--- config.mk ---
export PLATFORM = sky130hd
export DESIGN_NAME = dll_lock_ctrl
export DESIGN_NICKNAME = d
export VERILOG_FILES = /design/src/rtl/dll_ctrl_pkg.sv /design/src/rtl/dll_settle_timer.sv /design/src/rtl/dll_lock_ctrl.sv
export SDC_FILE = /design/constraint.sdc
export NUM_CORES = 1
export LEC_CHECK = 0
export ABC_AREA = 0
export BUFFER_PORTS_ARGS = -buffer_cell sky130_fd_sc_hd__buf_4
export CAP_MARGIN = 0
export CELL_PAD_IN_SITES_DETAIL_PLACEMENT = 1
export CELL_PAD_IN_SITES_GLOBAL_PLACEMENT = 1
export CORE_ASPECT_RATIO = 1.1
export CORE_MARGIN = 4
export CORE_UTILIZATION = 43
export DETAILED_ROUTE_END_ITERATION = 10
export GPL_TIMING_DRIVEN = 1
export PLACE_DENSITY_LB_ADDON = 0.1
export SLEW_MARGIN = 40
export SYNTH_ARGS = -nofsm -noshare
export SYNTH_HDL_FRONTEND = slang
export SYNTH_SLANG_ARGS = --single-unit
export TNS_END_PERCENT = 10
--- constraint.sdc ---
create_clock -name clk_ext -period 1.95 [get_ports clk_ext]
set_clock_uncertainty 0.05 [all_clocks]
set_input_delay 0.195 -clock clk_ext [delete_from_list [all_inputs] [get_ports clk_ext]]
set_output_delay 0.195 -clock clk_ext [all_outputs]
set_load 0.02 [all_outputs]
--- src/rtl/dll_ctrl_pkg.sv ---
`default_nettype none
// ============================================================================
// Module      : dll_ctrl_pkg
// Description : Shared types and constants for the DLL lock sequencer.
//               Holds the sequencer state encoding, the default delay-code
//               width, settle time and unlock run length, the restart-counter
//               width and saturation value, and a saturating-increment helper
//               for the restart counter.
// Revision    : 1.0 - initial release
// ============================================================================
package dll_ctrl_pkg;

    localparam int c_CODE_W_DEF     = 10;
    localparam int c_SETTLE_CYC_DEF = 8;
    localparam int c_UNLOCK_CNT_DEF = 16;

    // Width of the settle timer and of the tracking run counter
    localparam int c_TIMER_W        = 8;

    localparam int                     c_RESTART_W   = 4;
    localparam logic [c_RESTART_W-1:0] c_RESTART_MAX = 4'd15;

    typedef enum logic [2:0] {
        ST_IDLE      = 3'd0,
        ST_PD_RST    = 3'd1,
        ST_SETTLE    = 3'd2,
        ST_SAMPLE    = 3'd3,
        ST_TRACK_RST = 3'd4,
        ST_TRACK_SET = 3'd5,
        ST_TRACK_SMP = 3'd6,
        ST_HOLD      = 3'd7
    } dll_state_t;

    function automatic logic [c_RESTART_W-1:0] restart_inc(input logic [c_RESTART_W-1:0] cnt);
        restart_inc = (cnt == c_RESTART_MAX) ? cnt : cnt + 1'b1;
    endfunction

endpackage
`default_nettype wire

--- src/rtl/dll_settle_timer.sv ---
`default_nettype none
// ============================================================================
// Module      : dll_settle_timer
// Description : Loadable down-counter with a done flag. Loaded with N-1 on
//               the edge that enters a settle state, it reports done during
//               the N-th cycle of that state. Counts down on its own and
//               parks at zero.
// Ports       : clk        - clock
//               rst        - synchronous active-high reset
//               i_load     - load i_load_val on this edge
//               i_load_val - value to load
//               o_done     - counter is at zero
// Revision    : 1.0 - initial release
// ============================================================================
module dll_settle_timer
    import dll_ctrl_pkg::*;
#(
    parameter int CNT_W = c_TIMER_W
) (
    input  logic             clk,
    input  logic             rst,
    input  logic             i_load,
    input  logic [CNT_W-1:0] i_load_val,
    output logic             o_done
);

    logic [CNT_W-1:0] r_cnt;

    always_ff @(posedge clk) begin
        if (rst) begin
            r_cnt <= '0;
        end else if (i_load) begin
            r_cnt <= i_load_val;
        end else if (r_cnt != '0) begin
            r_cnt <= r_cnt - CNT_W'(1);
        end
    end

    assign o_done = (r_cnt == '0);

endmodule
`default_nettype wire

--- src/rtl/dll_lock_ctrl.sv ---
`default_nettype none
// ============================================================================
// Module      : dll_lock_ctrl
// Description : Lock sequencer for the fast-lock DLL. Runs a successive-
//               approximation search of the delay code against the phase
//               detector output, pulsing the PD reset before every trial.
//               After the search it either tracks with +/-1 steps (restarting
//               on a long same-direction run) or holds the code.
//               Compile-time option: define DLL_TRACK_EN to build the
//               tracking loop; otherwise the block holds after the search.
// Ports       : clk_ext     - clock
//               rst         - synchronous active-high reset
//               start       - start / restart request (level)
//               comp        - PD output, 1 = delay too long (asynchronous)
//               harm_err    - harmonic-lock error (synchronous)
//               code        - delay-line control code
//               reset_pd    - one-cycle PD reset per trial
//               busy        - not idle
//               locked      - search complete, no loss of lock since
//               search_done - one-cycle pulse at search completion
//               restart_cnt - forced restarts, saturating
// Revision    : 1.0 - initial release
// ============================================================================
module dll_lock_ctrl
    import dll_ctrl_pkg::*;
#(
    parameter int CODE_W     = c_CODE_W_DEF,
    parameter int SETTLE_CYC = c_SETTLE_CYC_DEF,
    parameter int UNLOCK_CNT = c_UNLOCK_CNT_DEF
) (
    input  logic                   clk_ext,
    input  logic                   rst,
    input  logic                   start,
    input  logic                   comp,
    input  logic                   harm_err,
    output logic [CODE_W-1:0]      code,
    output logic                   reset_pd,
    output logic                   busy,
    output logic                   locked,
    output logic                   search_done,
    output logic [c_RESTART_W-1:0] restart_cnt
);

    localparam int                   c_BIT_W       = (CODE_W > 1) ? $clog2(CODE_W) : 1;
    localparam logic [CODE_W-1:0]    c_CODE_MSB    = {1'b1, {(CODE_W-1){1'b0}}};
    localparam logic [CODE_W-1:0]    c_CODE_ONE    = {{(CODE_W-1){1'b0}}, 1'b1};
    localparam logic [c_BIT_W-1:0]   c_BIT_TOP     = c_BIT_W'(CODE_W - 1);
    localparam logic [c_TIMER_W-1:0] c_SETTLE_LOAD = c_TIMER_W'(SETTLE_CYC - 1);

    // Elaboration guards on parameter ranges
    generate
        if (SETTLE_CYC < 3 || SETTLE_CYC > 255) begin : g_bad_settle
            $error("dll_lock_ctrl: SETTLE_CYC must be in 3..255");
        end
        if (UNLOCK_CNT < 2 || UNLOCK_CNT > 255) begin : g_bad_unlock
            $error("dll_lock_ctrl: UNLOCK_CNT must be in 2..255");
        end
    endgenerate

    dll_state_t             r_state;
    logic [CODE_W-1:0]      r_code;
    logic [c_BIT_W-1:0]     r_bit;
    logic                   r_reset_pd;
    logic                   r_busy;
    logic                   r_locked;
    logic                   r_search_done;
    logic [c_RESTART_W-1:0] r_restart_cnt;
    logic                   r_comp_m;
    logic                   r_comp_s;

    // Two-flop synchronizer for the asynchronous PD output
    always_ff @(posedge clk_ext) begin
        if (rst) begin
            r_comp_m <= 1'b0;
            r_comp_s <= 1'b0;
        end else begin
            r_comp_m <= comp;
            r_comp_s <= r_comp_m;
        end
    end

    logic w_timer_load;
    logic w_timer_done;

    assign w_timer_load = (r_state == ST_PD_RST) || (r_state == ST_TRACK_RST);

    dll_settle_timer #(
        .CNT_W (c_TIMER_W)
    ) u_settle_timer (
        .clk        (clk_ext),
        .rst        (rst),
        .i_load     (w_timer_load),
        .i_load_val (c_SETTLE_LOAD),
        .o_done     (w_timer_done)
    );

    // SAR trial arithmetic: w_trial_code is the code after deciding bit r_bit,
    // w_next_trial additionally sets the next lower bit for the next trial.
    logic [CODE_W-1:0] w_bit_mask;
    logic [CODE_W-1:0] w_trial_code;
    logic [CODE_W-1:0] w_next_trial;

    assign w_bit_mask   = c_CODE_ONE << r_bit;
    assign w_trial_code = r_comp_s ? (r_code & ~w_bit_mask) : r_code;
    assign w_next_trial = w_trial_code | (w_bit_mask >> 1);

`ifdef DLL_TRACK_EN
    localparam logic [CODE_W-1:0] c_CODE_MAX = {CODE_W{1'b1}};

    logic [c_TIMER_W-1:0] r_run;
    logic                 r_dir_up;
    logic                 w_step_up;
    logic [CODE_W-1:0]    w_step_code;
    logic [c_TIMER_W-1:0] w_run_next;
    logic                 w_unlock;

    assign w_step_up   = ~r_comp_s;
    assign w_step_code = w_step_up ? ((r_code == c_CODE_MAX) ? r_code : r_code + c_CODE_ONE)
                                   : ((r_code == '0)         ? r_code : r_code - c_CODE_ONE);
    // r_run == 0 marks "no previous step" right after a search; a saturated
    // step still counts as a step in its direction.
    assign w_run_next  = ((r_run != '0) && (r_dir_up == w_step_up)) ? r_run + c_TIMER_W'(1)
                                                                   : c_TIMER_W'(1);
    assign w_unlock    = (w_run_next == c_TIMER_W'(UNLOCK_CNT));
`endif

    // Restart arbitration: harm_err beats any same-edge decision and is
    // counted; start only restarts from idle or the post-search states.
    logic w_restart;
    logic w_count_restart;
    logic w_post_search;

    assign w_post_search = (r_state == ST_TRACK_RST) || (r_state == ST_TRACK_SET) ||
                           (r_state == ST_TRACK_SMP) || (r_state == ST_HOLD);

    always_comb begin
        w_restart       = 1'b0;
        w_count_restart = 1'b0;
        if ((r_state != ST_IDLE) && harm_err) begin
            w_restart       = 1'b1;
            w_count_restart = 1'b1;
        end else if (((r_state == ST_IDLE) || w_post_search) && start) begin
            w_restart       = 1'b1;
`ifdef DLL_TRACK_EN
        end else if ((r_state == ST_TRACK_SMP) && w_unlock) begin
            w_restart       = 1'b1;
            w_count_restart = 1'b1;
`endif
        end
    end

    always_ff @(posedge clk_ext) begin
        if (rst) begin
            r_state       <= ST_IDLE;
            r_code        <= '0;
            r_bit         <= '0;
            r_reset_pd    <= 1'b0;
            r_busy        <= 1'b0;
            r_locked      <= 1'b0;
            r_search_done <= 1'b0;
            r_restart_cnt <= '0;
`ifdef DLL_TRACK_EN
            r_run         <= '0;
            r_dir_up      <= 1'b0;
`endif
        end else begin
            r_reset_pd    <= 1'b0;
            r_search_done <= 1'b0;
            if (w_restart) begin
                r_state    <= ST_PD_RST;
                r_code     <= c_CODE_MSB;
                r_bit      <= c_BIT_TOP;
                r_reset_pd <= 1'b1;
                r_busy     <= 1'b1;
                r_locked   <= 1'b0;
                if (w_count_restart) begin
                    r_restart_cnt <= restart_inc(r_restart_cnt);
                end
            end else begin
                case (r_state)
                    ST_PD_RST: begin
                        r_state <= ST_SETTLE;
                    end
                    ST_SETTLE: begin
                        if (w_timer_done) begin
                            r_state <= ST_SAMPLE;
                        end
                    end
                    ST_SAMPLE: begin
                        if (r_bit != '0) begin
                            r_code     <= w_next_trial;
                            r_bit      <= r_bit - c_BIT_W'(1);
                            r_state    <= ST_PD_RST;
                            r_reset_pd <= 1'b1;
                        end else begin
                            r_code        <= w_trial_code;
                            r_search_done <= 1'b1;
                            r_locked      <= 1'b1;
`ifdef DLL_TRACK_EN
                            r_state       <= ST_TRACK_RST;
                            r_reset_pd    <= 1'b1;
                            r_run         <= '0;
`else
                            r_state       <= ST_HOLD;
`endif
                        end
                    end
`ifdef DLL_TRACK_EN
                    ST_TRACK_RST: begin
                        r_state <= ST_TRACK_SET;
                    end
                    ST_TRACK_SET: begin
                        if (w_timer_done) begin
                            r_state <= ST_TRACK_SMP;
                        end
                    end
                    ST_TRACK_SMP: begin
                        r_code     <= w_step_code;
                        r_run      <= w_run_next;
                        r_dir_up   <= w_step_up;
                        r_state    <= ST_TRACK_RST;
                        r_reset_pd <= 1'b1;
                    end
`endif
                    ST_IDLE, ST_HOLD: begin
                        r_state <= r_state;
                    end
                    default: begin
                        r_state <= ST_IDLE;
                    end
                endcase
            end
        end
    end

    assign code        = r_code;
    assign reset_pd    = r_reset_pd;
    assign busy        = r_busy;
    assign locked      = r_locked;
    assign search_done = r_search_done;
    assign restart_cnt = r_restart_cnt;

endmodule
`default_nettype wire

=== Word level (Yosys, flattened, before mapping) ===
Index checks and enable logic that the tools add are counted.
W data, S select, Z words.

* Logic and storage cells: 82
* Register bits after elaboration: 35

* Equality and inequality tests: 11
* Bitwise operators: 7
* Multiplexer cells: 20
* $add $sub $neg: 3
* Reduce and logical (&&, ||, !) cells: 25
* Shifts and indexed selects: 1

{| class="wikitable"
|+ Operators with widths
! cell !! count
|-
| $mux W10 || 4
|-
| $eq A3 B3 Y1 const B || 4
|-
| $mux W3 || 4
|-
| $mux W4 || 3
|-
| $pmux W3 S4 || 1
|-
| $and A10 B10 Y10 || 1
|-
| $not A10 Y10 || 1
|-
| $or A10 B9 Y10 || 1
|-
| $reduce_and A2 Y1 || 5
|-
| $shl A1 B4 Y10 const A || 1
|-
| $logic_not A8 Y1 || 1
|-
| $mux W1 || 8
|-
| $reduce_bool A8 Y1 || 1
|-
| $sub A8 B1 Y8 const B || 1
|-
| $eq A3 B2 Y1 const B || 2
|-
| $reduce_bool A2 Y1 || 3
|-
| $reduce_or A2 Y1 || 3
|-
| $logic_or A1 B1 Y1 || 5
|-
| $add A4 B1 Y4 const B || 1
|-
| $eq A4 B4 Y1 const B || 1
|-
| $not A1 Y1 || 4
|-
| $reduce_bool A4 Y1 || 1
|-
| $sub A4 B1 Y4 const B || 1
|-
| $eq A3 B1 Y1 const B || 1
|-
| 8 further kinds || 9
|}

=== Depth between registers and ports, before layout ===
Gate-level depths: netlist of the first run.

* Word-level depth: 10
* Gate-level depth with buffers: 6
* Depth with buffers taken out: 5

=== Modules after synthesis ===
From an unflattened synthesis of the first run, not the netlist that was laid out.

* Cell total of the unflattened synthesis: 201
* Area, all modules: 1841.8 um^2

{| class="wikitable"
|+ Modules (own cells, without submodules)
! module !! area an instance (um^2) !! cells an instance !! times used
|-
| dll_lock_ctrl || 1366.3 || 148 || 1
|-
| dll_settle_timer || 475.5 || 53 || 1
|}

=== Worst setup path after synthesis of the first run ===
OpenSTA, ideal clock, no wires.

* Path type: register to register
* Start point: register r_bit[0]
* End point: register r_bit[1]
* Library setup time: 114 ps
* Setup slack: 229 ps
* Data required time: 1786 ps
* Arrival: 1556 ps
* Stages on the path, launching flop included: 6
* Path through: dfxtp_1 inv_1 ha_1 nor3b_1 nor2_1 a2111oi_0

* Longest elaborated chain between the ends: 2

{| class="wikitable"
|+ RTL lines
! what !! line !! RTL
|-
| from (decl) || dll_lock_ctrl.sv:62 || <nowiki>logic [c_BIT_W-1:0] r_bit;</nowiki>
|-
| from (signal assigned) || dll_lock_ctrl.sv:172 || <nowiki>r_bit <= c_BIT_TOP;</nowiki>
|-
| from (signal assigned) || dll_lock_ctrl.sv:192 || <nowiki>r_bit <= r_bit - c_BIT_W'(1);</nowiki>
|-
| branches (longest 2 deep; another with $sub A4 B1 Y4) || - ||
|}

Parallel ways; which one is timed is not known.
A chain may end at the register's enable or synchronous reset.

=== Worst setup path in the final report of the first run ===
* Start point: register r_state[1]
* End point: register r_code[0] (netlist: code[0])

* Longest elaborated chain between the ends: 9

{| class="wikitable"
|+ RTL lines
! what !! line !! RTL
|-
| from (decl) || dll_lock_ctrl.sv:60 || <nowiki>dll_state_t r_state;</nowiki>
|-
| from (signal assigned) || dll_lock_ctrl.sv:226 || <nowiki>r_state <= r_state;</nowiki>
|-
| $eq A3 B3 Y1 || dll_lock_ctrl.sv:133 || <nowiki>assign w_post_search = (r_state == ST_TRACK_RST) || (r_state == ST_TRACK_SET) ||</nowiki>
|-
| $logic_or A1 B1 Y1 (2 in a row) || dll_lock_ctrl.sv:133 ||
|-
| $logic_or A1 B1 Y1 || dll_lock_ctrl.sv:134 || <nowiki>(r_state == ST_TRACK_SMP) || (r_state == ST_HOLD);</nowiki>
|-
| $logic_or A1 B1 Y1 || dll_lock_ctrl.sv:142 || <nowiki>end else if (((r_state == ST_IDLE) || w_post_search) && start) begin</nowiki>
|-
| $logic_and A1 B1 Y1 || dll_lock_ctrl.sv:142 ||
|-
| $mux W1 || dll_lock_ctrl.sv:142 ||
|-
| $mux W1 || dll_lock_ctrl.sv:139 || <nowiki>if ((r_state != ST_IDLE) && harm_err) begin</nowiki>
|-
| $reduce_or A2 Y1 (no line) || - ||
|-
| to (signal assigned) || dll_lock_ctrl.sv:171 || <nowiki>r_code <= c_CODE_MSB;</nowiki>
|-
| to (signal assigned) || dll_lock_ctrl.sv:191 || <nowiki>r_code <= w_next_trial;</nowiki>
|-
| to (signal assigned) || dll_lock_ctrl.sv:196 || <nowiki>r_code <= w_trial_code;</nowiki>
|-
| to (decl) || dll_lock_ctrl.sv:61 || <nowiki>logic [CODE_W-1:0] r_code;</nowiki>
|}

Parallel ways exist; a longest one is shown, timed or not.

==> metrics.txt, run 1 <==
status=completed; CP arrival=1.98 ns; CTS H-tree depth=2; worst hold-check path type=primary input to flip-flop; Die Span Y=75.2 um; total track usage=0.197; Post-Syn Nets=212; fraction of final layout cells sized beyond drive strength 1=0.225; initial antenna violation count=0; pwr dens=1080 mW/mm^2; number of max-cap violations=0; Placeable Area=0.00396 mm^2; VDD IR max=0.364 mV; CTS tree=built; largest net degree at the start of global routing=37; Die Area=0.00519 mm^2; DR WL/cell=17.9 um; final-report setup violation count=0; count of cell types in the netlist=44; largest cells by area after synthesis=dfxtp_1 40%, a211oi_1 6.0%, ha_1 5.0%; ant diodes=0; # resized after CTS=0; Post-Layout Inst Area=0.00214 mm^2; FP Rows=24; final wirelength=4990 um; CTS Buf Count=5; Hold-fix buffers, CTS=0; CP endpoint kind=flip-flop; I/O pin count=23; flop2flop setup slack=0.11 ns; 1st-pass router iterations=4; Gate Count Post-Synth=200; P&R area growth vs syn=21.6%; area share of the largest cell type after synthesis=0.397; Iteration-0 DRC Markers=63; DRC viols=0; Design Power=2.32 mW; Final #Nets=238; Slew Limit Headroom=0.629; Slew @ Worst Pin=0.551 ns; Post-synth EDFFs=0; Final period util=0.946; Final Hold Vio Count=0; Syn Std Cell Area=0.00176 mm^2; worst endpoint required time=2.08 ns; CTS clk-pin slew, worst paths=0.08 ns; WS Path Type=flip-flop to flip-flop; minimum clock period=1.84 ns; post-synth top area cell=dfxtp_1; starting density of the core=0.445; Setup Buffers After CTS=0; number of synthesized register bits=35; Fin Setup TNS=0 ns; vias=1663; fill count=478; Sink Count=35; dpl hpwl=3590 um; CTS Root Cell=clkbuf_8; remaining antenna violation count=0; total grt overflow=0; post-synthesis sequential area ratio=0.397; Area after DPL=0.00202 mm^2; clock latency on the worst-skew pair=0.29 ns; CP startpoint kind=flip-flop; ys flop type=dfxtp_1; Vias per Instance=5.96; CTS Buffer Depth=2; die width=69.1 um; vias in the first global route=1661; Mapped Avg Cell Area=8.81 um^2; Ys Warns=0; cell leakage power=0.815 nW; RSZ-0062 raised after global routing=false; Max Clk Rate=0.542 GHz; Crit Path Max Fanout=9; Placer Congestion=0.902; ys async rst share=0; first-pass GRT wire length=8070 um; # port buffers=22; max-slew violations=0
-- layer usage --
metal  track usage  part of all wire  vias up
met5             0                 0        -
met4        0.0824             0.023        0
met3        0.0427             0.023       10
met2         0.375              0.54       26
met1         0.214              0.41      821
li1              -                 -      806
-- cell families after synthesis --
| kind of cell | after synthesis | share of synthesized area |
|---|---|---|
| mux | 2 | 0.0121 |
| compound gates | 59 | 0.232 |
| simple gates | 69 | 0.242 |
| flops | 35 | 0.397 |
| buf+inv | 26 | 0.0568 |
| fa+ha+maj | 7 | 0.0497 |
| xor+xnor | 2 | 0.00994 |
-- worst paths after layout --
check                                from                    to  cells past startpoint
setup reg to reg  r_state[1]$_SDFFE_PP0P_  code[0]$_SDFFE_PP0N_                      4
setup / recovery  r_state[1]$_SDFFE_PP0P_  code[0]$_SDFFE_PP0N_                      4
hold reg to reg         busy$_SDFFE_PP0P_     busy$_SDFFE_PP0P_                      2
hold / removal                       comp   r_comp_m$_SDFF_PP0_                      2
-- synthesized netlist by cell type, types with 2 or more instances --
cell      count
nand4b_1      3
nor3_1        8
nand3b_1      7
ha_1          7
o41ai_1       4
nor2_1        8
or4_1         6
dfxtp_1      35
or2_2         3
nand3_1       7
nor2b_1       5
o31ai_1       3
o21ai_0      13
nand4_1       2
o211a_1       2
inv_1        12
buf_2         2
nand2_1       2
a21oi_1       9
a211oi_1     14
clkbuf_1     11
nand2b_1      3
nor3b_1       3
o211ai_1      2
or3_1         5
nor4_1        3
or3b_2        2
a31oi_1       3
-- report_power, final --
group / internal (mW) / switching (mW)
sequential: 0.815 / 0.117
combinational: 0.317 / 0.411
clock: 0.380 / 0.275
-- cells in the final DEF, fill, tap and decap left out, types with 2 or more instances in the layout --
cell,synthesis,routed
a211oi_1,14,14
a21oi_1,9,9
a31oi_1,3,3
buf_4,0,33
clkbuf_8,0,5
dfxtp_1,35,33
dfxtp_2,0,2
ha_1,7,7
inv_1,12,12
nand2_1,2,2
nand2b_1,3,3
nand3_1,7,7
nand3b_1,7,7
nand4_1,2,2
nand4b_1,3,3
nor2_1,8,8
nor2b_1,5,5
nor3_1,8,8
nor3b_1,3,3
nor4_1,3,3
o211a_1,2,2
o211ai_1,2,2
o21ai_0,13,13
o31ai_1,3,3
o41ai_1,4,4
or2_2,3,3
or3_1,5,5
or4_1,6,6
-- cell type report --
type | instances | area, um^2 | area share
Clock buffer | 5 | 68.8 | 0.0321
Clock inverter | 3 | 43.8 | 0.0204
Inverter | 12 | 45.0 | 0.0210
Multi-Input combinational cell | 139 | 971 | 0.453
Sequential cell | 35 | 703 | 0.328
Tap cell | 52 | 65.1 | 0.0303
Timing Repair Buffer | 33 | 248 | 0.116
-- metrics by stage --
stage / utilization / setup WS, ns / hold WS, ns / instances
final: 0.541 / 0.106 / 0.0579 / 279
after global routing: 0.541 / 0.0141 / 0.0542 / 279
after CTS: 0.538 / 0.0109 / 0.0542 / 279
after detailed placement: 0.510 / 0.113 / 0.364 / 271
after global placement: 0.510 / 0.232 / 0.354 / 271
after floorplan: - / 0.229 / 0.273 / 200
-- registers in the layout, summed over array words and instances, names as in the netlist --
signal	count
busy	1
code	10
locked	1
r_bit	4
r_comp_m	1
r_comp_s	1
r_state	3
reset_pd	1
restart_cnt	4
search_done	1
u_settle_timer.r_cnt	8
-- critical path: stages (launching register included) --
cell      delay (ns)
dfxtp_1         0.37
or4_1           0.58
o211a_1         0.27
buf_4           0.23
a211oi_1        0.24
(Power assumes the default switching activity.)
==> run 2, diff against run 1 <==
--- a/config.mk
+++ b/config.mk
@@ -19,5 +19,6 @@
 export SLEW_MARGIN = 40
 export SYNTH_ARGS = -nofsm -noshare
 export SYNTH_HDL_FRONTEND = slang
+export SYNTH_HIERARCHICAL = 1
 export SYNTH_SLANG_ARGS = --single-unit
 export TNS_END_PERCENT = 10
==> metrics.txt, run 2 <==
FP Rows=24; dpl hpwl=3210 um; largest cells by area after synthesis=dfxtp_1 38%, a211oi_1 4.9%, ha_1 4.8%; starting density of the core=0.454; Post-Layout Cell Count=280; CP startpoint kind=flip-flop; Hold-fix buffers, CTS=0; total track usage=0.178; final-report setup violation count=0; Final Hold Vio Count=0; CTS H-tree depth=2; flop2flop setup slack=0.09 ns; vias=1599; status=completed; Max Clk Rate=0.539 GHz; clock latency on the worst-skew pair=0.29 ns; commonest non-fill, non-tap cells in the layout=35 x dfxtp_1, 27 x buf_4, 12 x a211oi_1; vias in the first global route=1703; Syn Std Cell Area=0.00184 mm^2; Die Span Y=76.6 um; Post-synth top cells=35 x dfxtp_1, 12 x a211oi_1, 11 x inv_1, 11 x nor3_1, 10 x o21ai_0; CTS clk-pin slew, worst paths=0.07 ns; ant diodes=0; Ys Warns=6; Gate Count Post-Synth=201; Post-Layout Inst Area=0.00218 mm^2; area share of the largest cell type after synthesis=0.380; worst endpoint required time=2.10 ns; Area after DPL=0.00205 mm^2; Vias per Instance=5.71; DR WL/cell=16.3 um; number of synthesized register bits=35; die width=70.4 um; Design Power=2.21 mW; minimum clock period=1.86 ns; number of max-cap violations=0; Crit Path Max Fanout=7; cell leakage power=0.822 nW; final wirelength=4550 um; Placeable Area=0.00405 mm^2; Post-synth EDFFs=0; CTS tree=built; Final #Nets=239; largest net degree at the start of global routing=41; Die Area=0.00540 mm^2; CTS Buffer Depth=2; Core Util, Final=0.539; 1st-pass router iterations=4; post-synthesis sequential area ratio=0.380; initial antenna violation count=0; CP endpoint kind=flip-flop; fraction of final layout cells sized beyond drive strength 1=0.219; Mapped Avg Cell Area=9.16 um^2; pwr dens=1010 mW/mm^2; hold path depth=2; Placer Congestion=0.817; WS Path Type=flip-flop to flip-flop; placed insts=272; most frequent cell after synthesis=dfxtp_1; CTS Buf Count=5; ys async rst share=0; commonest non-fill, non-tap cell in the layout=dfxtp_1; ys flop type=dfxtp_1; I/O pin count=23; Slew Limit Headroom=0.629; remaining antenna violation count=0; max-slew violations=0; Iteration-0 DRC Markers=70; fill count=487; Slew @ Worst Pin=0.556 ns; max FFs per register=10; worst hold-check path type=primary input to flip-flop; total grt overflow=0; Sink Count=35; count of cell types in the netlist=53; CP arrival=2.00 ns; Fin Setup TNS=0 ns; CTS Root Cell=clkbuf_8; R2R depth=5; DRC viols=0; P&R area growth vs syn=18.6%; Final period util=0.951; first-pass GRT wire length=7890 um; # port buffers=22; VDD IR max=0.564 mV; post-synth top area cell=dfxtp_1
==> run 2: cell type report <==
type	count	area [um^2]	share of cell area
Inverter	11	41.3	0.0189
Clock buffer	6	82.6	0.0378
Timing Repair Buffer	27	203	0.0928
Clock inverter	2	35.0	0.0160
Multi-Input combinational cell	147	1060	0.484
Tap cell	52	65.1	0.0298
Sequential cell	35	701	0.321
==> run 2: worst paths after layout <==
| check | from | to |
|---|---|---|
| worst max-delay path | r_bit[0]$_SDFFE_PP0P_ | r_bit[2]$_SDFFE_PP0P_ |
| worst max register to register | r_bit[0]$_SDFFE_PP0P_ | r_bit[2]$_SDFFE_PP0P_ |
| worst min register to register | busy$_SDFFE_PP0P_ | busy$_SDFFE_PP0P_ |
| worst min-delay path | comp | r_comp_m$_SDFF_PP0_ |
==> run 2: what timing repair did <==
action / in CTS / in global routing
resized for setup: 0 / 1
endpoints found under the setup margin: 0 / 2
setup buffers: 0 / 0
==> run 2: where the power goes <==
group / internal, mW / total [mW] / switching [mW] / leakage, nW
combinational: 0.295 / 0.623 / 0.328 / 0.475
sequential: 0.798 / 0.898 / 0.0999 / 0.286
clock: 0.414 / 0.689 / 0.275 / 0.0612
==> run 2: through the flow <==
stage / worst slack [ns] / hold WS [ns]
6_report: 0.0947 / 0.0626
5_1_grt: -0.00156 / 0.0875
2_1_floorplan: 0.281 / 0.273
3_3_place_gp: 0.218 / 0.358
4_1_cts: 0.0920 / 0.0561
3_5_place_dp: 0.116 / 0.362
==> run 2: layer usage <==
metal,global-route usage,up-vias,share of wire
met5,0,-,0
met4,0.0824,0,0.016
met3,0.0317,7,0.033
met2,0.327,22,0.55
met1,0.195,788,0.40
li1,-,782,-
==> run 2: cell families after synthesis <==
logic type / Yosys count / synth area share
buf+inv: 25 / 0.0652
fa+ha+maj: 8 / 0.0530
simple gates: 71 / 0.248
flops: 35 / 0.380
other cells: 2 / 0.00408
xor+xnor: 5 / 0.0238
mux: 3 / 0.0170
compound gates: 52 / 0.209
==> run 2: critical path, stage by stage, from the launching register on <==
cell,delay (ns)
dfxtp_1,0.41
inv_1,0.13
ha_1,0.29
nor3b_4,0.20
or4_1,0.47
a211oi_1,0.22
==> run 3, diff against run 2 <==
--- a/config.mk
+++ b/config.mk
@@ -5,14 +5,14 @@
 export SDC_FILE = /design/constraint.sdc
 export NUM_CORES = 1
 export LEC_CHECK = 0
-export ABC_AREA = 0
+export ABC_AREA = 1
 export BUFFER_PORTS_ARGS = -buffer_cell sky130_fd_sc_hd__buf_4
 export CAP_MARGIN = 0
 export CELL_PAD_IN_SITES_DETAIL_PLACEMENT = 1
 export CELL_PAD_IN_SITES_GLOBAL_PLACEMENT = 1
 export CORE_ASPECT_RATIO = 1.1
 export CORE_MARGIN = 4
-export CORE_UTILIZATION = 43
+export CORE_UTILIZATION = 41
 export DETAILED_ROUTE_END_ITERATION = 10
 export GPL_TIMING_DRIVEN = 1
 export PLACE_DENSITY_LB_ADDON = 0.1
==> metrics.txt, run 3 <==
worst hold-check path type=primary input to flip-flop; Area after DPL=0.00196 mm^2; vias=1597; cell leakage power=0.909 nW; Worst R2R Start=r_bit[0]$_SDFFE_PP0P_; Post-Layout Inst Area=0.00204 mm^2; vias in the first global route=1587; Final period util=0.806; # resized after CTS=0; Cell Int Power=1.31 mW; number of max-cap violations=0; total grt overflow=0; Placer Congestion=0.788; hold_ws=0.0716 ns; CTS tree=built; HP Start=comp; number of synthesized register bits=35; Setup Buffers After CTS=0; Fin Setup TNS=0 ns; fraction of final layout cells sized beyond drive strength 1=0.167; ys async rst share=0; die width=69.8 um; pwr dens=1030 mW/mm^2; Max Clk Rate=0.636 GHz; status=completed; final wirelength=4210 um; commonest non-fill, non-tap cell in the layout=nand2_1; final-report setup violation count=0; Iteration-0 DRC Markers=45; Design Power=2.11 mW; initial antenna violation count=0; CP startpoint kind=flip-flop; Reg power frac=0.422; I/O pin count=23; most frequent cell after synthesis=nand2_1; Die Area=0.00531 mm^2; fill count=541; total track usage=0.170; CP Cell Sequence=inv_1 > ha_1 > nand2_2 > nand2_4 > or2_1 > a21oi_1; CTS Root Cell=clkbuf_8; # port buffers=22; Gate power share=0.332; clock group share of total power=0.246; Mapped Avg Cell Area=7.31 um^2; 1st-pass router iterations=4; CTS clk-pin slew, worst paths=0.07 ns; post-synthesis sequential area ratio=0.406; starting density of the core=0.428; Vias per Instance=4.96; Crit Path Max Fanout=7; Critical Path Start=r_bit[0]$_SDFFE_PP0P_; CP arrival=1.74 ns; Die Span Y=76.0 um; CTS Buf Count=5; worst endpoint required time=2.12 ns; commonest non-fill, non-tap cells in the layout=37 x nand2_1, 35 x dfxtp_1, 25 x nor2_1; crit-path max cell delay=0.39 ns; dpl hpwl=3150 um; P&R area growth vs syn=18.6%; minimum clock period=1.57 ns; Final #Nets=281; Ys Warns=6; DR WL/cell=13.1 um; DRC viols=0; Post-synth EDFFs=0; largest cells by area after synthesis=dfxtp_1 41%, nand2_1 8.1%, a21oi_1 6.4%; post-layout worst setup margin=0.378 ns; VDD IR max=0.562 mV; placed insts=314; post-synth top area cell=dfxtp_1; CTS Buffer Depth=2; Core Util, Final=0.508; CTS H-tree depth=2; Placeable Area=0.00402 mm^2; ys flop type=dfxtp_1; Gate Count Post-Synth=236; max FFs per register=10; Post-Layout Cell Count=322; FP Rows=24; Final Hold Vio Count=0; Sink Count=35; Worst path slowest cell=dfxtp_1; NetSw=0.793 mW; count of cell types in the netlist=25; area share of the largest cell type after synthesis=0.406; Hold-fix buffers, CTS=0; clock latency on the worst-skew pair=0.29 ns; Switching Share=0.376; first-pass GRT wire length=7320 um; Syn Std Cell Area=0.00172 mm^2; ant diodes=0; max-slew violations=0; RSZ-0062 raised after global routing=false; pre-CTS setup slack=0.386 ns; remaining antenna violation count=0; largest net degree at the start of global routing=16; WS Path Type=flip-flop to flip-flop; Post-synth top cells=37 x nand2_1, 35 x dfxtp_1, 25 x nor2_1; CP endpoint kind=flip-flop
## run 3: cell count changes after synthesis, moves of 5 or more
cell      change
o21ai_0      +12
nand3_1      +15
a211oi_1     -12
nand3b_1      -7
a21oi_1      +14
inv_1        +12
inv_2         +5
nor2b_1       -7
nor3_1        -6
clkbuf_1      -7
nor2_1       +18
nand2_1      +28
## run 3: power groups by stage
stage               registers (mW)  logic (mW)  clock network [mW]
finish                       0.889       0.699               0.519
global route                 0.907       0.794               0.574
CTS                          0.890       0.711               0.533
detailed placement           0.906       0.705                   0
global placement             0.906       0.687                   0
floorplan                    0.894       0.550                   0
## run 3: cell families after synthesis
logic type / after synthesis / synth area share
DFF: 35 / 0.406
other: 2 / 0.00436
xor gates and xnor gates: 3 / 0.0152
buffers and inverters: 31 / 0.0733
and+or+nand+nor: 110 / 0.309
adders and majority gates: 7 / 0.0508
AOI/OAI and AO/OA: 48 / 0.141
## run 3: path summary, 6_finish.rpt
check,slack [ns],cells after the start,endpoint
max,0.38,6,code[8]$_SDFFE_PP0N_
min reg2reg,0.36,2,r_comp_s$_SDFF_PP0_
min,0.07,3,r_comp_m$_SDFF_PP0_
max reg2reg,0.38,6,code[8]$_SDFFE_PP0N_
## run 3: worst max-delay path: cells and delay by family, from the launching register on
| kind | cells | cell delay, ns |
|---|---|---|
| AND/OR/NAND/NOR | 3 | 0.46 |
| flip-flops | 1 | 0.39 |
| adder cells (fa/ha/maj) | 1 | 0.31 |
| AO/OA/AOI/OAI | 1 | 0.16 |
| buffers and inverters | 1 | 0.13 |
## run 3: layout make-up
type                            instances  area (um^2)  share of cell area
Multi-Input combinational cell        176          920               0.450
Sequential cell                        35          701               0.343
Timing Repair Buffer                   23          173              0.0845
Inverter                               28          105              0.0514
Clock buffer                            7         76.3              0.0373
Tap cell                               52         65.1              0.0318
Clock inverter                          1         5.00             0.00245
## run 3: routing by layer
metal | part of all wire | track usage
met5 | 0 | 0
met4 | 0.014 | 0.0651
met3 | 0.031 | 0.0435
met2 | 0.51 | 0.302
met1 | 0.44 | 0.193
